$ cat src/rtl/cfg_chain_driver.sv
`default_nettype none
// ============================================================================
// Module   : cfg_chain_driver
// Brief    : Shifts parallel config words MSB-first onto a serial config chain
//            as a data_in/data_clk pair; optional tail readback is enabled by
//            the macro CFG_CHAIN_READBACK_EN.
// Revision : 1.0
// ============================================================================
module cfg_chain_driver #(
    parameter int WORD_WIDTH = 16,
    parameter int CLK_DIV    = 1
) (
    input  logic                  clk,
    input  logic                  reset,
    input  logic                  word_valid,
    input  logic [WORD_WIDTH-1:0] word_data,
    output logic                  word_ready,
    output logic                  cfg_data_clk,
    output logic                  cfg_data_in,
    input  logic                  cfg_data_ret,
    output logic                  busy,
    output logic                  rdata_valid,
    output logic [WORD_WIDTH-1:0] rdata
);

    localparam int DIV_W = $clog2(CLK_DIV + 1);
    localparam int BIT_W = (WORD_WIDTH > 1) ? $clog2(WORD_WIDTH) : 1;

    localparam logic [1:0]       c_IDLE     = 2'd0;
    localparam logic [1:0]       c_LOW      = 2'd1;
    localparam logic [1:0]       c_HIGH     = 2'd2;
    localparam logic [DIV_W-1:0] c_DIV_LAST = DIV_W'(CLK_DIV - 1);
    localparam logic [BIT_W-1:0] c_BIT_LAST = BIT_W'(WORD_WIDTH - 1);

    logic [1:0]            r_state;
    logic [1:0]            w_state_next;
    logic [WORD_WIDTH-1:0] r_shift;
    logic [BIT_W-1:0]      r_bit_cnt;
    logic [DIV_W-1:0]      r_div_cnt;
    logic                  w_div_done;
    logic                  w_accept;
    logic                  w_last_bit;

    assign w_div_done = (r_div_cnt == c_DIV_LAST);
    assign w_accept   = word_valid && (r_state == c_IDLE);
    assign w_last_bit = (r_bit_cnt == '0);

    always_ff @(posedge clk or negedge reset) begin
        if (!reset) begin
            r_state <= c_IDLE;
        end else begin
            r_state <= w_state_next;
        end
    end

    always_comb begin
        w_state_next = r_state;
        case (r_state)
            c_IDLE: if (w_accept)   w_state_next = c_LOW;
            c_LOW:  if (w_div_done) w_state_next = c_HIGH;
            c_HIGH: if (w_div_done) w_state_next = w_last_bit ? c_IDLE : c_LOW;
            default:                w_state_next = c_IDLE;
        endcase
    end

    always_comb begin
        word_ready   = (r_state == c_IDLE);
        busy         = (r_state != c_IDLE);
        cfg_data_clk = (r_state == c_HIGH);
        cfg_data_in  = (r_state != c_IDLE) && r_shift[WORD_WIDTH-1];
    end

    // The shift register only advances when leaving HIGH, so data_in stays
    // stable for a full divider period on both sides of the data_clk rise.
    always_ff @(posedge clk or negedge reset) begin
        if (!reset) begin
            r_shift   <= '0;
            r_bit_cnt <= '0;
            r_div_cnt <= '0;
        end else begin
            case (r_state)
                c_IDLE: begin
                    if (w_accept) begin
                        r_shift   <= word_data;
                        r_bit_cnt <= c_BIT_LAST;
                        r_div_cnt <= '0;
                    end
                end
                c_LOW: begin
                    r_div_cnt <= w_div_done ? '0 : r_div_cnt + DIV_W'(1);
                end
                c_HIGH: begin
                    if (w_div_done) begin
                        r_div_cnt <= '0;
                        if (!w_last_bit) begin
                            r_shift   <= r_shift << 1;
                            r_bit_cnt <= r_bit_cnt - BIT_W'(1);
                        end
                    end else begin
                        r_div_cnt <= r_div_cnt + DIV_W'(1);
                    end
                end
                default: begin
                    r_div_cnt <= '0;
                end
            endcase
        end
    end

`ifdef CFG_CHAIN_READBACK_EN
    logic [WORD_WIDTH-1:0] r_rb_shift;
    logic                  w_clk_rise;
    logic                  w_word_done;

    assign w_clk_rise  = (r_state == c_LOW) && w_div_done;
    assign w_word_done = (r_state == c_HIGH) && w_div_done && w_last_bit;

    // The tail is sampled on the system edge that raises data_clk, i.e. just
    // before the chain shifts, so each sample is the bit leaving the chain.
    always_ff @(posedge clk or negedge reset) begin
        if (!reset) begin
            r_rb_shift  <= '0;
            rdata       <= '0;
            rdata_valid <= 1'b0;
        end else begin
            rdata_valid <= w_word_done;
            if (w_clk_rise) begin
                r_rb_shift <= (r_rb_shift << 1) | WORD_WIDTH'(cfg_data_ret);
            end
            if (w_word_done) begin
                rdata <= r_rb_shift;
            end
        end
    end
`else
    logic w_unused_ret;
    assign w_unused_ret = cfg_data_ret;
    assign rdata        = '0;
    assign rdata_valid  = 1'b0;
`endif

endmodule
`default_nettype wire

$ cat config.mk
export PLATFORM = sky130hd
export DESIGN_NAME = cfg_chain_driver
export DESIGN_NICKNAME = d
export VERILOG_FILES = /design/src/rtl/cfg_chain_driver.sv
export SDC_FILE = /design/constraint.sdc
export NUM_CORES = 1
export LEC_CHECK = 0
export CORE_ASPECT_RATIO = 1.25
export CORE_MARGIN = 3
export CORE_UTILIZATION = 40
export CTS_CLUSTER_DIAMETER = 80
export DETAILED_ROUTE_END_ITERATION = 6
export PLACE_DENSITY_LB_ADDON = 0.25
export SYNTH_ARGS = -nofsm -noshare
export SYNTH_HDL_FRONTEND = slang
export SYNTH_SLANG_ARGS = --single-unit
$ cat constraint.sdc
create_clock -name clk -period 1.85 [get_ports clk]
set_clock_uncertainty 0.15 [all_clocks]
set_input_delay 0.4625 -clock clk [delete_from_list [all_inputs] [get_ports clk]]
set_output_delay 0.4625 -clock clk [all_outputs]
set_load 0.05 [all_outputs]
## Word level (Yosys, flattened, before mapping)

Cells that the tools add are included.

| storage, ports and cells | value |
|---|---|
| input port bits | 20 |
| output and inout port bits | 21 |
| word-level logic and storage cells | 37 |
| flip-flop bits (word level) | 23 |

| cells by class | value |
|---|---|
| add/subtract/negate cells | 2 |
| multiplexer cells | 16 |
| equal/unequal tests | 6 |
| reduce and logical (&&, ||, !) cells | 9 |

Operators with widths:

| cell | count |
|---|---|
| two-way mux 16 bit | 3 |
| case mux 16 bit (2 select lines) | 1 |
| two-way mux 4 bit | 3 |
| case mux 4 bit (2 select lines) | 1 |
| two-way mux 2 bit | 3 |
| inequality test 2 bit, second input constant | 3 |
| case mux 2 bit (3 select lines) | 1 |
| zero test 4 bit | 1 |
| AND reduction 4 bit | 1 |
| nonzero test 2 bit | 2 |
| subtractor 4 x 1 -> 4 bit, second input constant | 1 |
| two-way mux 1 bit | 3 |
| AND reduction 3 bit | 1 |
| equality test 2 x 1 -> 1 bit, second input constant | 1 |
| equality test 2 bit, second input constant | 1 |
| logical AND 1 bit | 2 |
| zero test 2 bit | 1 |
| inequality test 2 x 1 -> 1 bit, second input constant | 1 |
| case mux 1 bit (2 select lines) | 1 |
| OR reduction 2 bit | 1 |
| adder 1 bit, second input constant | 1 |

## Depth between registers and ports, before layout

| depth | value |
|---|---|
| word-level depth | 4 |
| gate-level depth with buffers | 6 |
| mapped depth without buffers | 5 |

## Least setup slack after synthesis

No wires, ideal clock.

| path | value |
|---|---|
| path kind | register to output |
| start | reg r_state[1] |
| end | out busy |
| path buffers | 0 |
| arrival time | 1.651 ns |
| required time | 1.237 ns |
| path slack | -0.414 ns |
| cell stages (with the launch flop) | 3 |
| cells stage by stage | dfrtp_1 > nor2_1 > inv_1 |

| between the ends | value |
|---|---|
| cells in the longest elaborated chain, start to end | 1 |

RTL lines:

| item | line | source |
|---|---|---|
| from (decl) | 35 | `logic [1:0] r_state;` |
| from (signal assigned) | 50 | `r_state <= c_IDLE;` |
| from (signal assigned) | 52 | `r_state <= w_state_next;` |
| nonzero test 2 bit | 68 | `busy = (r_state != c_IDLE);` |
| to (decl) | 21 | `output logic busy,` |

No other way between the ends.

## Worst setup path after layout

Ends and elaborated chain as after synthesis.

==> impl_metrics.env <==
export IMPL_cts_htree_levels=1
export IMPL_final_max_slew_viol_count=0
export IMPL_path_class="reg2out"
export IMPL_clockBufferDepth=2
export IMPL_initial_core_util_pct=42.7
export IMPL_core_area_um2=2730
export IMPL_cpPeakStageDelay_ns=0.47
export IMPL_fillCellCount=240
export IMPL_final_cell_mix="dfrtp_1 (20), clkdlybuf4s50_1 (18), conb_1 (17), nand2b_1 (15), o221a_2 (15)"
export IMPL_peakVddDrop_v=0.000864
export IMPL_antenna_cells=0
export IMPL_synth_area_top_cells="dfrtp_1 (47%), o221a_2 (14%), buf_4 (11%)"
export IMPL_cp_cell_sequence="nor2_4 -> inv_1 -> buf_12"
export IMPL_async_reset_ff_share_pct=100
export IMPL_drv_cap=0
export IMPL_yosys_warnings=0
export IMPL_synth_top_cell_area_share_pct=47.2
export IMPL_nNetsFinal=155
export IMPL_critPathLaunchType="flop"
export IMPL_io_buffers=22
export IMPL_finalSetupViolations=0
export IMPL_die_area_um2=3600
export IMPL_numCtsBuffers=3
export IMPL_timing_hold_ws_ns=0.338
export IMPL_syn_inst=100
export IMPL_crit_family="flip-flops"
export IMPL_ys_seq_area_share_pct=47.2
export IMPL_grt_use_total_pct=12.6
export IMPL_gp_congestion=0.770
export IMPL_period_share_pct=97.3
export IMPL_die_h_um=66.4
export IMPL_drc=0
export IMPL_dp_hpwl_um=1530
export IMPL_vias_per_cell=4.91
export IMPL_cts_sink_count=22
export IMPL_path_buf_inv=2
export IMPL_routed_wl_um=2140
export IMPL_dpl_cell_count=159
export IMPL_clkSlewWorstSetupHoldPaths_ns=0.12
export IMPL_fmaxAchievable_mhz=555
export IMPL_tritoncts="built"
export IMPL_required_ns=1.24
export IMPL_p_leak_nw=0.648
export IMPL_crit_arrival_ns=1.19
export IMPL_finalHoldViolCount=0
export IMPL_pre_cts_ws_ns=-0.0842
export IMPL_drt_initial_drc_count=21
export IMPL_ios=41
export IMPL_overflow=0
export IMPL_synth_cell_type_count=27
export IMPL_die_w_um=54.3
export IMPL_grt_max_degree=23
export IMPL_power_density_nw_per_um2=1680
export IMPL_fin_crit_ns=1.80
export IMPL_ant_nets=0
export IMPL_row_count=21
export IMPL_antenna_found_initial=0
export IMPL_fin_cells=167
export IMPL_end_kind="output port"
export IMPL_rr_startpoint="r_bit_cnt[0]"
export IMPL_synth_top_area_cell="dfrtp_1"
export IMPL_setup_ws_ns=0.0496
export IMPL_synth_flop_cell="dfrtp_1"
export IMPL_syn_cell_area_um2=1170
export IMPL_ys_ff_latch=22
export IMPL_hold_class="in2async"
export IMPL_avgSynthCellArea_um2=11.7
export IMPL_crit_slowest_cell="dfrtp_2"
export IMPL_run_status="finished clean"
export IMPL_hold_buffers=0
export IMPL_firstDrtPassIters=4
export IMPL_route_detailed_wl_per_inst_um=12.8
export IMPL_path_max_fanout=5
export IMPL_drive_gt1_share_pct=33.1
export IMPL_via_count=820
export IMPL_syn2layout_area_growth_pct=31.5
export IMPL_clockRootBuffer="clkbuf_4"
export IMPL_grt_pass1_wl_um=3370
export IMPL_critPathLaunch="r_state[1]"
export IMPL_grt_pass1_vias=730
export IMPL_clkLatencyLatePin_ns=0.30
export IMPL_final_common_cell="dfrtp_1"
export IMPL_synth_edf_count=0
-- sequential cells by signal (all words and copies together) (netlist names) --
name	cells
r_bit_cnt	4
r_shift	16
r_state	2
-- metal layers --
layer	up-vias	global-route usage, %	wire length [um]
met5	-	0	0
met4	0	3.74	13
met3	2	3.39	120
met2	23	20.4	1120
met1	405	16.0	886
li1	390	-	-
-- stage by stage --
step           instance area, um2  power, mW  setup TNS, ns  utilization (%)
2_1_floorplan                1230       1.71         -0.114                -
3_3_place_gp                 1440       2.11         -0.974             52.7
3_5_place_dp                 1440       2.14          -1.14             52.7
4_1_cts                      1510       2.55              0             55.1
5_1_grt                      1530       2.75       -0.00536             56.1
6_report                     1530       2.58              0             56.1
-- layout make-up --
cell class / count / area (um2) / share of cell area, %
Multi-Input combinational cell: 71 / 532 / 34.7
Clock buffer: 3 / 22.5 / 1.47
Inverter: 3 / 11.3 / 0.734
Sequential cell: 22 / 553 / 36.1
Timing Repair Buffer: 33 / 343 / 22.3
Tap cell: 34 / 42.5 / 2.77
Clock inverter: 1 / 30.0 / 1.96
-- cells in the mapped netlist, types with 2 or more instances --
cell type  instances
dfrtp_1           22
buf_4             17
nand2b_1          15
o221a_2           15
nor2_1             4
inv_1              3
and2b_1            2
buf_2              2
nor2b_1            2
-- cell families after synthesis --
| logic type | Yosys count | share of synthesized area [%] |
|---|---|---|
| buffers and inverters | 23 | 13.7 |
| AOI/OAI and AO/OA | 21 | 19.7 |
| and+or+nand+nor | 30 | 16.1 |
| other | 1 | 0.322 |
| adders and majority gates | 1 | 1.07 |
| DFF | 22 | 47.2 |
| muxes | 2 | 1.82 |
-- worst reg2reg max path, stage by stage (launching register included) --
cell     delay [ns]
dfrtp_1        0.39
inv_1          0.08
ha_1           0.16
or3b_1         0.41
nand2_4        0.21
o221a_2        0.22
-- what timing repair did --
item / CTS / global route
setup endpoints to repair: 3 / 20
setup buffers: 1 / 3
gates resized for setup: 3 / 1
-- power breakdown --
part	total (mW)	switching (mW)	internal [mW]
registers	0.849	0.153	0.696
logic	1.37	0.668	0.702
clock network	0.361	0.142	0.219
-- path summary, 6_finish.rpt --
| kind | endpoint | slack (ns) | cells after the start |
|---|---|---|---|
| hold reg to reg | r_shift[15] | 0.41 | 1 |
| setup / recovery | busy | 0.05 | 3 |
| hold / removal | r_shift[13] | 0.34 | 2 |
| min in group clk | r_shift[15] | 0.41 | 1 |
| max in group asynchronous | r_state[0] | 0.97 | 2 |
| setup reg to reg | r_shift[14] | 0.17 | 5 |
Note: power is estimated with default switching activity, not from simulation.
